<file path="config.mk">
export PLATFORM = sky130hd
export DESIGN_NAME = exe_unit_w2
export DESIGN_NICKNAME = d
export VERILOG_FILES = /design/src/rtl/exe_pkg.sv /design/src/rtl/exe_mul_seq.sv /design/src/rtl/exe_unit_w2.sv
export SDC_FILE = /design/constraint.sdc
export NUM_CORES = 1
export LEC_CHECK = 0
export CORE_UTILIZATION = 40
export DETAILED_ROUTE_END_ITERATION = 7
export GPL_ROUTABILITY_DRIVEN = 1
export PLACE_DENSITY = 0.75
export SLEW_MARGIN = 20
export SYNTH_ARGS = -nofsm -noshare
export SYNTH_HDL_FRONTEND = slang
export SYNTH_HIERARCHICAL = 1
export SYNTH_SLANG_ARGS = --single-unit
export TNS_END_PERCENT = 1
</file>
<file path="constraint.sdc">
create_clock -name i_clk -period 5.5 [get_ports i_clk]
set_input_delay 1.65 -clock i_clk [delete_from_list [all_inputs] [get_ports i_clk]]
set_output_delay 1.65 -clock i_clk [all_outputs]
set_load 0.02 [all_outputs]
</file>
<file path="src/rtl/exe_pkg.sv">
`default_nettype none
// ============================================================================
// Module      : exe_pkg
// Description : Shared types for the exe_unit_w2 execution unit: opcode,
//               status and FSM state encodings, plus the status priority
//               encoder used by both the single-cycle and multiply paths.
// Revision    : 1.0 - initial release
// ============================================================================
package exe_pkg;

    localparam int c_OP_W     = 3;
    localparam int c_STATUS_W = 2;

    typedef enum logic [2:0] {
        OP_CMP   = 3'b000,
        OP_SM2U2 = 3'b001,
        OP_ADD   = 3'b010,
        OP_SUB   = 3'b011,
        OP_MUL   = 3'b100
    } op_e;

    typedef enum logic [1:0] {
        ST_OK   = 2'b00,
        ST_ZERO = 2'b01,
        ST_SAT  = 2'b10,
        ST_ILL  = 2'b11
    } status_e;

    typedef enum logic [1:0] {
        S_IDLE = 2'b00,
        S_BUSY = 2'b01,
        S_DONE = 2'b10
    } state_e;

    // Priority: illegal > saturated > zero > ok.
    function automatic status_e status_of(input logic ill, input logic sat, input logic zero);
        if (ill) begin
            return ST_ILL;
        end else if (sat) begin
            return ST_SAT;
        end else if (zero) begin
            return ST_ZERO;
        end
        return ST_OK;
    endfunction

endpackage
`default_nettype wire

</file>
<file path="src/rtl/exe_mul_seq.sv">
`default_nettype none
// ============================================================================
// Module      : exe_mul_seq
// Description : Unsigned shift-add multiplier. One multiplier bit is consumed
//               per cycle; M cycles after i_start the full 2M-bit product is
//               on o_product and o_done stays high until the next start.
// Ports       : clk, rst (sync, active-high)
//               i_start        load operands and begin
//               i_mag_a/i_mag_b M-bit unsigned magnitudes
//               o_product      2M-bit product
//               o_done         product valid
// Revision    : 1.0 - initial release
// ============================================================================
module exe_mul_seq #(
    parameter int M = 8
) (
    input  logic           clk,
    input  logic           rst,
    input  logic           i_start,
    input  logic [M-1:0]   i_mag_a,
    input  logic [M-1:0]   i_mag_b,
    output logic [2*M-1:0] o_product,
    output logic           o_done
);

    localparam int c_CNT_W = (M > 1) ? $clog2(M) : 1;
    localparam logic [c_CNT_W-1:0] c_LAST = c_CNT_W'(M - 1);

    logic [2*M-1:0]   r_acc;
    logic [2*M-1:0]   r_mcand;
    logic [M-1:0]     r_mplier;
    logic [c_CNT_W-1:0] r_step;
    logic             r_busy;
    logic             r_done;

    always_ff @(posedge clk) begin
        if (rst) begin
            r_acc    <= '0;
            r_mcand  <= '0;
            r_mplier <= '0;
            r_step   <= '0;
            r_busy   <= 1'b0;
            r_done   <= 1'b0;
        end else if (i_start) begin
            r_acc    <= '0;
            r_mcand  <= {{M{1'b0}}, i_mag_a};
            r_mplier <= i_mag_b;
            r_step   <= '0;
            r_busy   <= 1'b1;
            r_done   <= 1'b0;
        end else if (r_busy) begin
            if (r_mplier[0]) begin
                r_acc <= r_acc + r_mcand;
            end
            r_mcand  <= r_mcand << 1;
            r_mplier <= r_mplier >> 1;
            r_step   <= r_step + 1'b1;
            if (r_step == c_LAST) begin
                r_busy <= 1'b0;
                r_done <= 1'b1;
            end
        end
    end

    assign o_product = r_acc;
    assign o_done    = r_done;

endmodule
`default_nettype wire

</file>
<file path="src/rtl/exe_unit_w2.sv">
`default_nettype none
// ============================================================================
// Module      : exe_unit_w2
// Description : Registered execution unit with valid/ready handshake.
//               Ops: CMP, SM2U2, saturating ADD/SUB (1-cycle) and an
//               optional multi-cycle saturating MUL.
// Config      : EXE_UNIT_W2_MUL_EN - when defined, MUL is built (IDLE/BUSY/
//               DONE FSM + exe_mul_seq). When undefined, opcode 100 is
//               illegal and o_ready is constantly 1.
// Ports       : i_clk, i_rsn (sync, active-high reset)
//               i_valid/o_ready  input handshake
//               i_oper, i_argA, i_argB  opcode and operands
//               o_valid  1-cycle result strobe
//               o_result/o_status  registered result and status code
// Revision    : 1.0 - initial release
// ============================================================================
module exe_unit_w2
    import exe_pkg::*;
#(
    parameter int M = 8
) (
    input  logic         i_clk,
    input  logic         i_rsn,
    input  logic         i_valid,
    input  logic [2:0]   i_oper,
    input  logic [M-1:0] i_argA,
    input  logic [M-1:0] i_argB,
    output logic         o_ready,
    output logic         o_valid,
    output logic [M-1:0] o_result,
    output logic [1:0]   o_status
);

    localparam logic [M-1:0] c_MAX = {1'b0, {(M-1){1'b1}}};
    localparam logic [M-1:0] c_MIN = {1'b1, {(M-1){1'b0}}};

    logic         r_valid;
    logic [M-1:0] r_result;
    logic [1:0]   r_status;

    // ---------------------------------------------------------------------
    // Single-cycle operations
    // ---------------------------------------------------------------------
    logic [M:0]   w_sum;
    logic [M:0]   w_dif;
    logic [M-1:0] w_sm_mag;
    logic [M-1:0] w_res;
    logic         w_sat;
    logic         w_ill;
    status_e      w_stat;

    // One guard bit: overflow shows as the top two bits disagreeing.
    assign w_sum    = {i_argA[M-1], i_argA} + {i_argB[M-1], i_argB};
    assign w_dif    = {i_argA[M-1], i_argA} - {i_argB[M-1], i_argB};
    assign w_sm_mag = {1'b0, i_argA[M-2:0]};

    always_comb begin
        w_res = '0;
        w_sat = 1'b0;
        w_ill = 1'b0;
        case (i_oper)
            OP_CMP: begin
                w_res = ($signed(i_argA) < $signed(i_argB)) ? c_MAX : '0;
            end
            OP_SM2U2: begin
                // Negative zero naturally maps to 0.
                w_res = i_argA[M-1] ? -w_sm_mag : w_sm_mag;
            end
            OP_ADD: begin
                if (w_sum[M] != w_sum[M-1]) begin
                    w_sat = 1'b1;
                    w_res = w_sum[M] ? c_MIN : c_MAX;
                end else begin
                    w_res = w_sum[M-1:0];
                end
            end
            OP_SUB: begin
                if (w_dif[M] != w_dif[M-1]) begin
                    w_sat = 1'b1;
                    w_res = w_dif[M] ? c_MIN : c_MAX;
                end else begin
                    w_res = w_dif[M-1:0];
                end
            end
            default: begin
                // MUL never reaches this path when it is built; the FSM
                // diverts it first.
                w_ill = 1'b1;
            end
        endcase
        w_stat = status_of(w_ill, w_sat, (w_res == '0));
    end

`ifdef EXE_UNIT_W2_MUL_EN
    // ---------------------------------------------------------------------
    // Multi-cycle multiply
    // ---------------------------------------------------------------------
    localparam int c_CNT_W = (M > 1) ? $clog2(M) : 1;
    localparam logic [c_CNT_W-1:0] c_CNT_LAST = c_CNT_W'(M - 1);
    // Largest magnitudes that still fit in M signed bits.
    localparam logic [2*M-1:0] c_POS_LIM = {{(M+1){1'b0}}, {(M-1){1'b1}}};
    localparam logic [2*M-1:0] c_NEG_LIM = {{M{1'b0}}, 1'b1, {(M-1){1'b0}}};

    state_e             r_state;
    logic [c_CNT_W-1:0] r_cnt;
    logic               r_neg;

    logic [M-1:0]       w_mag_a;
    logic [M-1:0]       w_mag_b;
    logic               w_mul_start;
    logic [2*M-1:0]     w_prod;
    logic               w_mul_done;
    logic [M-1:0]       w_mres;
    logic               w_msat;
    status_e            w_mstat;

    // Magnitude of -2^(M-1) is 2^(M-1), which still fits M unsigned bits.
    assign w_mag_a     = i_argA[M-1] ? -i_argA : i_argA;
    assign w_mag_b     = i_argB[M-1] ? -i_argB : i_argB;
    assign w_mul_start = (r_state == S_IDLE) && i_valid && (i_oper == OP_MUL);

    exe_mul_seq #(
        .M (M)
    ) u_mul (
        .clk       (i_clk),
        .rst       (i_rsn),
        .i_start   (w_mul_start),
        .i_mag_a   (w_mag_a),
        .i_mag_b   (w_mag_b),
        .o_product (w_prod),
        .o_done    (w_mul_done)
    );

    always_comb begin
        w_mres = '0;
        w_msat = 1'b0;
        if (r_neg) begin
            if (w_prod > c_NEG_LIM) begin
                w_msat = 1'b1;
                w_mres = c_MIN;
            end else begin
                w_mres = -w_prod[M-1:0];
            end
        end else begin
            if (w_prod > c_POS_LIM) begin
                w_msat = 1'b1;
                w_mres = c_MAX;
            end else begin
                w_mres = w_prod[M-1:0];
            end
        end
        w_mstat = status_of(1'b0, w_msat, (w_mres == '0));
    end

    always_ff @(posedge i_clk) begin
        if (i_rsn) begin
            r_state  <= S_IDLE;
            r_cnt    <= '0;
            r_neg    <= 1'b0;
            r_valid  <= 1'b0;
            r_result <= '0;
            r_status <= ST_OK;
        end else begin
            r_valid <= 1'b0;
            case (r_state)
                S_IDLE: begin
                    if (i_valid) begin
                        if (i_oper == OP_MUL) begin
                            r_state <= S_BUSY;
                            r_cnt   <= '0;
                            r_neg   <= i_argA[M-1] ^ i_argB[M-1];
                        end else begin
                            r_result <= w_res;
                            r_status <= w_stat;
                            r_valid  <= 1'b1;
                        end
                    end
                end
                S_BUSY: begin
                    r_cnt <= r_cnt + 1'b1;
                    if (r_cnt == c_CNT_LAST) begin
                        r_state <= S_DONE;
                    end
                end
                S_DONE: begin
                    // The multiplier finishes on the same edge the FSM
                    // enters DONE, so the product is ready here.
                    if (w_mul_done) begin
                        r_result <= w_mres;
                        r_status <= w_mstat;
                        r_valid  <= 1'b1;
                        r_state  <= S_IDLE;
                    end
                end
                default: begin
                    r_state <= S_IDLE;
                end
            endcase
        end
    end

    assign o_ready = (r_state == S_IDLE);
`else
    always_ff @(posedge i_clk) begin
        if (i_rsn) begin
            r_valid  <= 1'b0;
            r_result <= '0;
            r_status <= ST_OK;
        end else begin
            r_valid <= i_valid;
            if (i_valid) begin
                r_result <= w_res;
                r_status <= w_stat;
            end
        end
    end

    assign o_ready = 1'b1;
`endif

    assign o_valid  = r_valid;
    assign o_result = r_result;
    assign o_status = r_status;

endmodule
`default_nettype wire

</file>
# Word-level counts from Yosys, hierarchy flattened
# Index checks and enable logic that the tools add are counted.
[op_classes]
n_addsub = 3
n_mul = 0
div_mod_pow = 0
magnitude_cmp = 1
n_eq_ne = 5
n_shift = 0
mux = 17
bitwise = 0
n_reduce_logical = 3
[ops]
columns = ["cell", "n"]
rows = [
  ["$mux W8", 5],
  ["$pmux W8 S4", 1],
  ["$add A8 B8 Y9", 1],
  ["$sub A8 B8 Y9", 1],
  ["$logic_not A8 Y1", 1],
  ["$lt A8 B8 Y1", 1],
  ["$mux W2", 4],
  ["$neg A7 Y8", 1],
  ["$mux W7", 1],
  ["$eq A3 B2 Y1 const B", 2],
  ["$mux W1", 5],
  ["$reduce_or A4 Y1", 1],
  ["$eq A3 B1 Y1 const B", 1],
  ["$logic_not A3 Y1", 1],
  ["$ne A1 B1 Y1", 2],
  ["$pmux W1 S2", 1],
]
[totals]
reg_bits = 11
latch_bits = 0
ramBits = 0
mem_bits_ro = 0
inputBits = 22
out_inout_bits = 12
elab_cells = 32
memories = 0

# Depth between registers and ports, before layout
[logic_depth]
ltp_word = 9
depth_mapped = 12
depth_no_buf = 12

# Least setup slack after synthesis
# OpenSTA, ideal clock, no wires.
[synth_timing]
path_kind = "input -> register"
startpoint = "in i_argB[2]"
endpoint = "reg r_status[0], in the netlist o_status[0]"
setup_time_ns = 0.115
arrival_ns = 3.627
required_time_ns = 5.385
setup_slack_ns = 1.757
cell_stages = 11
path_buffers = 1
cell_sequence = "inv_1 > ha_1 > buf_6 > a21oi_4 > a21oi_2 > o31a_1 > or4_1 > o21ai_0 > o22ai_1 > and3_1 > a31o_1"
[synth_between]
elab_chain_cells = 9
elab_cells_between_ends = 21
classes_between = "add/sub: 2; order compare: 1; eq/ne: 2; mux: 15; reduce/logical: 1"
[synth_rtl]
columns = ["item", "line", "source"]
rows = [
  ["start, declared", "exe_unit_w2.sv:27", "input logic [M-1:0] i_argB,"],
  ["$sub A8 B8 Y9 / $add A8 B8 Y9 (equally long branches)", "exe_unit_w2.sv:54, exe_unit_w2.sv:53", ""],
  ["$mux W8, or another cell as far along", "exe_unit_w2.sv:80", "w_res = w_dif[M] ? c_MIN : c_MAX;"],
  ["$mux W8 (on tied branches)", "exe_unit_w2.sv:78, exe_unit_w2.sv:70", ""],
  ["$pmux W8 S4", "exe_unit_w2.sv:61", "case (i_oper)"],
  ["$logic_not A8 Y1", "exe_unit_w2.sv:91", "w_stat = status_of(w_ill, w_sat, (w_res == '0));"],
  ["$mux W1", "exe_pkg.sv:41", "end else if (zero) begin"],
  ["$mux W1", "exe_pkg.sv:39", "end else if (sat) begin"],
  ["$mux W1", "exe_pkg.sv:37", "if (ill) begin"],
  ["$mux W2 *", "exe_pkg.sv:44", "return ST_OK;"],
  ["end signal, assigned", "exe_unit_w2.sv:213", "r_status <= w_stat;"],
  ["end, declared", "exe_unit_w2.sv:39", "logic [1:0] r_status;"],
]
# Mark *: on every way between the ends. The rest lies on a longest branch, timed or not.
# A chain may end at the register's enable or synchronous reset.

# Worst setup path in the final report
[layout_timing]
startpoint = "in i_argA[4]"
endpoint = "reg r_status[0], in the netlist o_status[0]"
[layout_between]
elab_chain_cells = 9
elab_cells_between_ends = 23
classes_between = "add/sub: 3; order compare: 1; eq/ne: 2; mux: 16; reduce/logical: 1"
[layout_rtl]
columns = ["item", "line", "source"]
rows = [
  ["start, declared", "exe_unit_w2.sv:26", "input logic [M-1:0] i_argA,"],
  ["$sub A8 B8 Y9 / $add A8 B8 Y9 (equally long branches)", "exe_unit_w2.sv:54, exe_unit_w2.sv:53", ""],
  ["$mux W8, or another cell as far along", "exe_unit_w2.sv:80", ""],
  ["$mux W8 (on tied branches)", "exe_unit_w2.sv:78, exe_unit_w2.sv:70", ""],
  ["$pmux W8 S4", "exe_unit_w2.sv:61", ""],
  ["$logic_not A8 Y1", "exe_unit_w2.sv:91", ""],
  ["$mux W1", "exe_pkg.sv:41", ""],
  ["$mux W1", "exe_pkg.sv:39", ""],
  ["$mux W1", "exe_pkg.sv:37", ""],
  ["$mux W2 *", "exe_pkg.sv:44", ""],
]
# Marks and branches as above.

==> flow_summary.ini <==
[worst_setup_path]
path_common_cell = nor2_1
path_buf_inv = 1
cp_data_required_time_ns = 5.63
slowest_stage = ha_1
critPathTopFamily = compound AO/OA/AOI/OAI gates
cp_slowest_stage_delay_ns = 0.59
critical_path.cell_chain = clkdlybuf4s50_1 > ha_1 > a211oi_2 > nor2_1 > o31a_1 > o31ai_2 > a221oi_1 > o22ai_1 > nor2_1 > a31o_1
arrival_ns = 4.76
critical_path_class = in2reg
critPathMaxFanout = 14
r2r_start = o_status[0]$_SDFFE_PP0P_
worstSetupStartpointType = input port
end_kind = flop
startpoint = i_argA[4]

[floorplan]
floorplan.initialDensity_pct = 43.1
die_w_um = 68.9
num_rows = 23
ios = 34
die-area_mm2 = 0.00474
coreArea_mm2 = 0.00414
die_h_um = 68.9

[sta]
fin_tns_setup_ns = 0
clock.fmax_mhz = 216
setup_viol = 0
hold_violations = 0
worst_pin_slew_ns = 0.772
post-route-period-util_pct = 84.3
clock_skew_ns = 0
slew_viol_final = 0
rsz0062_at_grt = no
relSlewSlack_pct = 48.2
period_needed_ns = 4.63

[detailed_routing]
routedLengthMet1_um = 2150
route.met3.wl_um = 451
first_pass_iters = 4
drt_iter0_markers = 146
drc = 0
ant_nets = 0
finalWirelength_um = 4750
dr_wl_met2_um = 2060
wire_per_inst_um = 15.9
vias_per_cell = 6.05
vias = 1802
dr.max_layer_used = met4

[power_and_ir_drop]
clock_power_share_pct = 21.1
swShare_pct = 39.5
power_w = 0.000374
p_switching_w = 0.000148
sequentialPowerShare_pct = 24.1
p_int_w = 0.000226
p_leak_nw = 0.844
power_frac_comb_pct = 54.8
powerDensity_mw_per_mm2 = 175
vdd_drop_max_mv = 0.0762

[cts]
cts_setup_buffers = 0
cts.reportedPaths.clkPinSlew_ns = 0.05
cts_root_buf = clkbuf_8
cts_max_path_buffers = 2
cts_tree = built
cts_resized = 0
postCtsHoldBufs = 0
cts.sinks = 11
numCtsBuffers = 3
clk_latency_ns = 0.23
htree_levels = 1

[worst_hold_path]
hp-class = reg2reg
min-delay-start = o_status[1]$_SDFFE_PP0P_

[synthesis]
ys_seq_area_share_pct = 12.3
ys_top_cells_by_count = nor2_1 (23), inv_1 (21), ha_1 (17)
synth_edf_count = 0
ys_seq_elements = 11
async_flop_share_pct = 0
synth_top_flop_cell = dfxtp_1
syn_avg_cell_area_um2 = 8.05
synth_most_common_cell = nor2_1
yosysWarningCount = 6
syn-num-nets = 263
yosysTopAreaCellShare_pct = 12.3
synth_top_area_cell = dfxtp_1
ys_top_cells_by_area = dfxtp_1 (12%), ha_1 (12%), nor2_1 (4.8%)
synth_area_mm2 = 0.00179
synth_cells = 222
synthDistinctLibCells = 67

[grt]
antenna_found_initial = 0
grt_max_degree = 20
grt_overflow = 0
grt_pass1_wl_um = 7620
grt_pass1_vias = 1658
track_usage_pct = 21.3

[layout]
diodes = 0
stdcell_area_mm2 = 0.00213
num-fill-cells = 419
layout.nets = 290
layout-drive-gt1-share_pct = 10.1
syn_to_final_growth_pct = 19.3

[run]
maxCapViolCount = 0

[place]
dp_hpwl_um = 3880
port_buffers = 32
gp_congestion = 0.952
placed_area_mm2 = 0.00209

[outcome]
status = finished clean
## flip-flops by register name (all words and copies together) (netlist names)
signal    cells
o_valid       1
o_status      2
o_result      8
## metal layers
layer,vias up,global-route usage [%]
met3,14,4.61
met2,98,33.3
li1,867,-
met1,823,29.4
met5,-,0
met4,0,5.36
## cells by family after synthesis
logic type / after synthesis / share of synthesized area, %
AO/OA/AOI/OAI: 68 / 34.2
multiplexers: 3 / 1.68
buffers and inverters: 32 / 9.24
flip-flops: 11 / 12.3
AND/OR/NAND/NOR: 77 / 22.8
XOR/XNOR: 11 / 5.39
adder cells (fa/ha/maj): 19 / 14.1
other: 1 / 0.210
## final cells by class
cell class	count	area (µm²)	share of cell area (%)
sequential	11	220	10.3
timing repair buffer	32	320	15.0
multi-input combinational	179	1400	65.7
tap	50	62.6	2.93
inverter	22	82.6	3.87
clock buffer	4	45.0	2.11
## worst reg2reg max path, cell delays in order (launching register included)
cell	delay [ns]
dfxtp_1	0.31
mux2i_1	0.12
nor2_1	0.06
a31o_1	0.19
## layout by cell type (no fill, tap or decap), types with 4 or more instances in the layout
master,instances
clkdlybuf4s50_1,32
nor2_1,23
inv_1,21
ha_1,17
nand2_1,16
dfxtp_1,11
a21oi_1,10
xnor2_1,9
nand2b_1,6
a211oi_1,5
o22ai_1,5
o21ai_0,4
nor2b_1,4
nor3_1,4
a22oi_1,4
## power by group through the flow
stage / Sequential (W) / Combinational (W) / Clock (W)
2_1_floorplan: 0.0000997 / 0.000137 / 0
3_3_place_gp: 0.0000915 / 0.000203 / 0
3_5_place_dp: 0.0000915 / 0.000202 / 0
4_1_cts: 0.0000900 / 0.000203 / 0.0000810
5_1_grt: 0.0000906 / 0.000222 / 0.0000868
6_report: 0.0000900 / 0.000205 / 0.0000790
## metrics by stage
stage                     util, %  cells  worst slack, ns  hold slack [ns]
after floorplan                 -    222             1.76            0.556
after global placement       50.4    294            0.704            0.472
after detailed placement     50.4    294            0.714            0.484
after CTS                    51.5    298            0.946            0.490
after global routing         51.5    298            0.789            0.531
final                        51.5    298            0.865            0.484
## worst paths after layout
kind	to	slack, ns	cells after the start
hold / removal	o_status[1]$_SDFFE_PP0P_	0.48	2
setup / recovery	o_status[0]$_SDFFE_PP0P_	0.87	10
setup reg to reg	o_status[0]$_SDFFE_PP0P_	4.71	3
hold reg to reg	o_status[1]$_SDFFE_PP0P_	0.48	2
Power figures use the tool's default switching activity.
